[config.mk]
export PLATFORM = sky130hd
export DESIGN_NAME = storer
export DESIGN_NICKNAME = d
export VERILOG_FILES = /design/src/rtl/storer.sv
export SDC_FILE = /design/constraint.sdc
export NUM_CORES = 1
export LEC_CHECK = 0
export CAP_MARGIN = 20
export CORE_ASPECT_RATIO = 1.25
export CORE_MARGIN = 4
export CORE_UTILIZATION = 44
export DETAILED_ROUTE_END_ITERATION = 16
export PLACE_DENSITY_LB_ADDON = 0.3
export SETUP_SLACK_MARGIN = 0.05
export SLEW_MARGIN = 40
export SYNTH_ARGS = -nofsm -noshare
export SYNTH_HDL_FRONTEND = slang
export SYNTH_SLANG_ARGS = --single-unit
[constraint.sdc]
create_clock -name clk -period 1.91 [get_ports clk]
set_input_delay 0.382 -clock clk [delete_from_list [all_inputs] [get_ports clk]]
set_output_delay 0.382 -clock clk [all_outputs]
set_load 0.01 [all_outputs]
[src/rtl/storer.sv]
// Result store engine: reads N_OUT words from the result register file and
// writes each one to consecutive SRAM addresses using a SETUP/PULSE/HOLD strobe.
module storer #(
    parameter int          R_ADDR_W          = 4,
    parameter logic [16:0] ADDR_OUTPUT_START = 17'h10000,
    parameter int          N_OUT             = 10
) (
    input  logic                clk,
    input  logic                reset,
    input  logic                run,
    input  logic [15:0]         y_rd,
    output logic [R_ADDR_W-1:0] y_ra,
    output logic                y_re,
    output logic [16:0]         sram_addr,
    output logic [15:0]         sram_data_out,
    output logic                sram_data_output_en,
    output logic                sram_cs_n,
    output logic                sram_oe_n,
    output logic                sram_we_n,
    output logic                fin
);

    typedef enum logic [2:0] {
        ST_IDLE  = 3'd0,
        ST_RD    = 3'd1,
        ST_SETUP = 3'd2,
        ST_PULSE = 3'd3,
        ST_HOLD  = 3'd4,
        ST_DONE  = 3'd5
    } state_t;

    typedef struct packed {
        logic [R_ADDR_W-1:0] idx;
        logic [R_ADDR_W-1:0] y_ra;
        logic                y_re;
        logic [16:0]         addr;
        logic [15:0]         data;
        logic                oe_en;
        logic                cs_n;
        logic                oe_n;
        logic                we_n;
        logic                fin;
    } regs_t;

    localparam logic [R_ADDR_W-1:0] IDX_ZERO = {R_ADDR_W{1'b0}};
    localparam logic [R_ADDR_W-1:0] IDX_ONE  = {{(R_ADDR_W-1){1'b0}}, 1'b1};
    localparam logic [R_ADDR_W-1:0] IDX_LAST = R_ADDR_W'(N_OUT - 1);

    // Idle/abort values: chip selected, bus released, write strobe inactive.
    localparam regs_t REGS_RST = '{
        idx:   IDX_ZERO,
        y_ra:  IDX_ZERO,
        y_re:  1'b0,
        addr:  17'h00000,
        data:  16'h0000,
        oe_en: 1'b0,
        cs_n:  1'b0,
        oe_n:  1'b0,
        we_n:  1'b1,
        fin:   1'b0
    };

    state_t              state_q, state_d;
    regs_t               r_q, r_d;
    logic [R_ADDR_W-1:0] idx_inc_s;
    logic [16:0]         word_addr_s;

    // Next-state and next-output computation.
    always_comb begin
        state_d     = state_q;
        r_d         = r_q;
        idx_inc_s   = r_q.idx + IDX_ONE;
        word_addr_s = ADDR_OUTPUT_START + {{(17-R_ADDR_W){1'b0}}, r_q.idx};
        case (state_q)
            ST_IDLE: begin
                r_d = REGS_RST;
                if (run) begin
                    state_d  = ST_RD;
                    r_d.y_re = 1'b1;
                end else begin
                    state_d = ST_IDLE;
                end
            end
            ST_RD: begin
                if (!run) begin
                    state_d = ST_IDLE;
                    r_d     = REGS_RST;
                end else begin
                    state_d  = ST_SETUP;
                    r_d.y_re = 1'b0;
                end
            end
            ST_SETUP: begin
                if (!run) begin
                    state_d = ST_IDLE;
                    r_d     = REGS_RST;
                end else begin
                    state_d   = ST_PULSE;
                    r_d.data  = y_rd;
                    r_d.addr  = word_addr_s;
                    r_d.oe_en = 1'b1;
                    r_d.oe_n  = 1'b1;
                    r_d.we_n  = 1'b1;
                end
            end
            ST_PULSE: begin
                if (!run) begin
                    state_d = ST_IDLE;
                    r_d     = REGS_RST;
                end else begin
                    state_d  = ST_HOLD;
                    r_d.we_n = 1'b0;
                end
            end
            ST_HOLD: begin
                if (!run) begin
                    state_d = ST_IDLE;
                    r_d     = REGS_RST;
                end else if (r_q.idx != IDX_LAST) begin
                    state_d  = ST_RD;
                    r_d.we_n = 1'b1;
                    r_d.idx  = idx_inc_s;
                    r_d.y_ra = idx_inc_s;
                    r_d.y_re = 1'b1;
                end else begin
                    state_d  = ST_DONE;
                    r_d.we_n = 1'b1;
                end
            end
            ST_DONE: begin
                // Bus is released and fin raised on the first DONE edge, then held.
                if (run) begin
                    state_d   = ST_DONE;
                    r_d.fin   = 1'b1;
                    r_d.oe_en = 1'b0;
                    r_d.oe_n  = 1'b0;
                    r_d.addr  = 17'h00000;
                end else begin
                    state_d = ST_IDLE;
                    r_d     = REGS_RST;
                end
            end
            default: begin
                state_d = ST_IDLE;
                r_d     = REGS_RST;
            end
        endcase
    end

    // State and output registers with synchronous reset.
    always_ff @(posedge clk) begin
        if (reset) begin
            state_q <= ST_IDLE;
            r_q     <= REGS_RST;
        end else begin
            state_q <= state_d;
            r_q     <= r_d;
        end
    end

    assign y_ra                = r_q.y_ra;
    assign y_re                = r_q.y_re;
    assign sram_addr           = r_q.addr;
    assign sram_data_out       = r_q.data;
    assign sram_data_output_en = r_q.oe_en;
    assign sram_cs_n           = r_q.cs_n;
    assign sram_oe_n           = r_q.oe_n;
    assign sram_we_n           = r_q.we_n;
    assign fin                 = r_q.fin;

endmodule

After elaboration in Yosys (flattened, before gate mapping)
Cells that the tools add are included.
{ "op_classes": {"add_sub_neg": 2, "n_eq_ne": 11, "mux": 24, "reduce_logical": 6} }
{ "op_table": {"columns": ["operator", "n"], "rows": [
  ["$pmux W47 S6", 1],
  ["$mux W45", 1],
  ["$mux W38", 1],
  ["$mux W36", 1],
  ["$mux W34", 1],
  ["$mux W9", 3],
  ["$pmux W3 S6", 1],
  ["$add A17 B4 Y17 const A", 1],
  ["$mux W16", 1],
  ["$mux W3", 4],
  ["$mux W8", 1],
  ["$ne A2 B2 Y1 const B", 4],
  ["$eq A3 B2 Y1 const B", 2],
  ["$eq A3 B3 Y1 const B", 2],
  ["$mux W1", 6],
  ["$mux W2", 3],
  ["$reduce_and A3 Y1", 2],
  ["$add A4 B1 Y4 const B", 1],
  ["$ne A4 B4 Y1 const B", 1],
  ["$reduce_and A2 Y1", 2],
  ["$reduce_and A4 Y1", 1],
  ["$eq A3 B1 Y1 const B", 1],
  ["$logic_not A3 Y1", 1],
  ["$ne A3 B3 Y1 const B", 1]
]} }
{ "word_totals": {"reg_bits": 50, "output_inout_bits": 43, "wordCells": 54} }

Logic depth before layout (Yosys ltp)
{ "depth": {"ltp_word": 4, "ltp_mapped": 6, "depth_no_buf": 5} }

Worst setup path before layout
No wires, ideal clock.
{ "synth_path": {"path_type": "in2reg", "startpoint": "input port reset", "endpoint": "register r_q[43] (netlist bit)", "arrival_time_ns": 1.345, "path_slack_ns": 0.507, "stages": 5, "path_buffers": 2, "cell_sequence": "buf_2 -> nand2b_1 -> buf_2 -> a221oi_2 -> a21o_1"} }
{ "synth_lines": {"columns": ["item", "line", "rtl"], "rows": [
  ["from (decl)", "9", "input logic reset,"],
  ["to (signal assigned)", "157", "r_q <= r_d;"],
  ["to (decl)", "64", "regs_t r_q, r_d;"]
]} }

==> impl_results.md <==
- Most common cell after layout, fill and taps aside: clkdlybuf4s50_1
- Die width: 64.2 um
- Multi-input gate area: 692 um^2
- DR pass1 iterations: 4
- CTS resizes: 0
- DR vias: 1293
- Gate Count Post-Synth: 192
- Via-to-Cell Ratio: 4.79
- Yosys warns: 0
- Seq/Total Area, Yosys: 41.6%
- Max incr delay on CP: 0.56 ns
- DIE HEIGHT: 78.2 um
- GRT Util Overall: 14.5%
- Remaining global-route overflow: 0
- Met3 Resource Use GR: 4.72%
- Pwr Total: 0.00152 W
- Initial core utilization: 45.8%
- Max-cap viol count: 0
- Initial antenna violation count: 0
- Endpoints failing setup: 0
- Post-synthesis cell type count: 32
- GR Util met1: 15.5%
- H-tree Lvls: 2
- Post-Syn Area: 1730 um^2
- N_diodes: 0
- Average cell area after synthesis: 9.03 um^2
- # port buffers: 49
- IR drop worst, VDD: 0.540 mV
- Period utilization: 82.6%
- Largest fanout on the critical path: 4
- Worst R2R Setup Slack: 0.40 ns
- Fmax: 634 MHz
- Share of layout cells above drive strength 1: 9.72%
- Gr busiest metal: met2
- Global placer's final weighted congestion: 0.708
- Worst Path Arrival: 1.20 ns
- Top Family by Delay on Critical Path: buffers and inverters
- Fill cell count: 344
- PwrDens: 706 nW/um^2
- Grt met2 use: 25.9%
- Worst Setup End Kind: output port
- TritonCTS buffer count: 5
- Data required time at the worst endpoint: 1.53 ns
- Slowest stage cell, crit path: clkdlybuf4s50_1
- Max Root-Sink Buffers: 2
- Crit path cell chain: clkdlybuf4s50_1
- Unrepaired setup endpoints after global routing: no
- Largest net degree at the start of global routing: 18
- CORE AREA: 3780 um^2
- Final Hold Fails: 0
- Most frequent cells in the layout: clkdlybuf4s50_1, dfxtp_1, a21oi_1, nand2_1, o211ai_1
- Clk_skew: 0.00533 ns
- # clock sinks: 36
- Vias in the first global route: 1291
- Antenna Nets Post-Route: 0
- Die Area: 5020 um^2
- Register area: 721 um^2
- Iteration-0 DRC Markers: 94
- Area share of the largest cell type after synthesis: 41.6%
- Max-slew violation count: 0
- TritonCTS clock tree: built
- Status: completed
- Setup TNS: 0 ns
- Worst path bufs/invs: 1
- IO Count: 62
- Site Rows: 25
- Area delta synth->final: 23.7%
- Class of the worst hold path: reg -> reg
- WS Path Type: reg -> out
- Detail-routed net length per standard cell: 12.7 um
- Yosys reg bits: 36
- Crit path time final: 1.58 ns
- Hpwl dp: 2640 um
- Post-CTS Hold Buffers: 0
- Layout Nets: 236
- Post-CTS Setup Repair Bufs: 0
- DRC viols: 0
- Largest area contributor in the netlist: dfxtp_1
- Routed WL: 3440 um
- First-pass GRT wire length: 5790 um
- Leakage power: 0.791 nW
- Startpoint Class: flop
- Clock Pin Slew Worst Setup and Hold Paths: 0.07 ns
- Worst-Skew Late Latency: 0.28 ns
- Synth area leaders: dfxtp_1, buf_4, o211ai_1
- Clk Tree Root Cell: clkbuf_8
-- worst reg2reg max path, stage by stage (launching register included) --
cell	delay, ns
dfxtp_1	0.40
inv_1	0.07
ha_1	0.20
and3b_1	0.21
or3_4	0.41
o2bb2ai_1	0.15
-- per-stage QoR --
stage | utilization, % | setup slack [ns] | cells | hold slack, ns | area, um^2
floorplan | - | 0.507 | 203 | 0.428 | 1780
global placement | 53.9 | 0.161 | 262 | 0.438 | 2040
finish | 56.7 | 0.332 | 270 | 0.461 | 2150
CTS | 56.7 | 0.317 | 270 | 0.463 | 2150
global route | 56.7 | 0.220 | 270 | 0.497 | 2150
detailed placement | 53.9 | 0.163 | 262 | 0.443 | 2040
-- synthesized netlist by cell type (all sizes together) --
| cell | instances |
|---|---|
| a21o | 5 |
| a21bo | 1 |
| o2bb2ai | 4 |
| clkbuf | 2 |
| and3b | 1 |
| ha | 2 |
| inv | 2 |
| nor2 | 3 |
| nor4bb | 1 |
| o211ai | 16 |
| buf | 50 |
| conb | 1 |
| nand2b | 2 |
| nand2 | 19 |
| o21ai | 3 |
| nor4 | 2 |
| or3b | 1 |
| nor2b | 4 |
| a221oi | 1 |
| nor3 | 3 |
| nand3 | 1 |
| a21oi | 21 |
| or3 | 1 |
| a22o | 4 |
| nand4b | 1 |
| xor2 | 1 |
| or2 | 1 |
| xnor2 | 2 |
| nor3b | 1 |
| dfxtp | 36 |
-- power breakdown --
part | internal [W] | switching [W]
Clock | 0.000387 | 0.000255
Combinational | 0.0000564 | 0.0000528
Sequential | 0.000756 | 0.00000821
-- logic make-up after synthesis --
| group | share of synthesized area, % |
|---|---|
| xor+xnor | 1.52 |
| fa+ha+maj | 1.44 |
| simple gates | 12.5 |
| compound gates | 21.5 |
| flops | 41.6 |
| other cells | 0.216 |
| buf+inv | 21.3 |
-- final timing paths --
check,depth (start not counted),start,end
worst max-delay path,1,sram_addr[16]$_SDFFE_PP0P_,sram_data_output_en
worst min-delay path,1,y_ra[2]$_SDFFE_PP0P_,y_ra[2]$_SDFFE_PP0P_
worst max register to register,5,r_q[44]$_SDFFE_PP0P_,r_q[44]$_SDFFE_PP0P_
worst min register to register,1,y_ra[2]$_SDFFE_PP0P_,y_ra[2]$_SDFFE_PP0P_
-- state kept, by name, indices dropped and copies added (netlist names) --
signal	flops
sram_we_n	1
y_ra	4
sram_cs_n	1
state_q	3
sram_data_out	16
sram_addr	5
y_re	1
fin	1
r_q	4
-- per-layer routing --
metal  part of all wire (%)  up-vias
li1                       -      662
met1                     40      586
met2                     52       39
met3                    6.4        6
met4                    1.5        0
met5                      0        -
-- cell type report --
| type | count | area share, % |
|---|---|---|
| clock inverter | 2 | 1.63 |
| sequential | 36 | 33.6 |
| inverter | 2 | 0.350 |
| tap | 54 | 3.15 |
| multi-input combinational | 113 | 32.2 |
| clock buffer | 6 | 3.38 |
| timing repair buffer | 57 | 25.7 |
(Power assumes the default switching activity.)
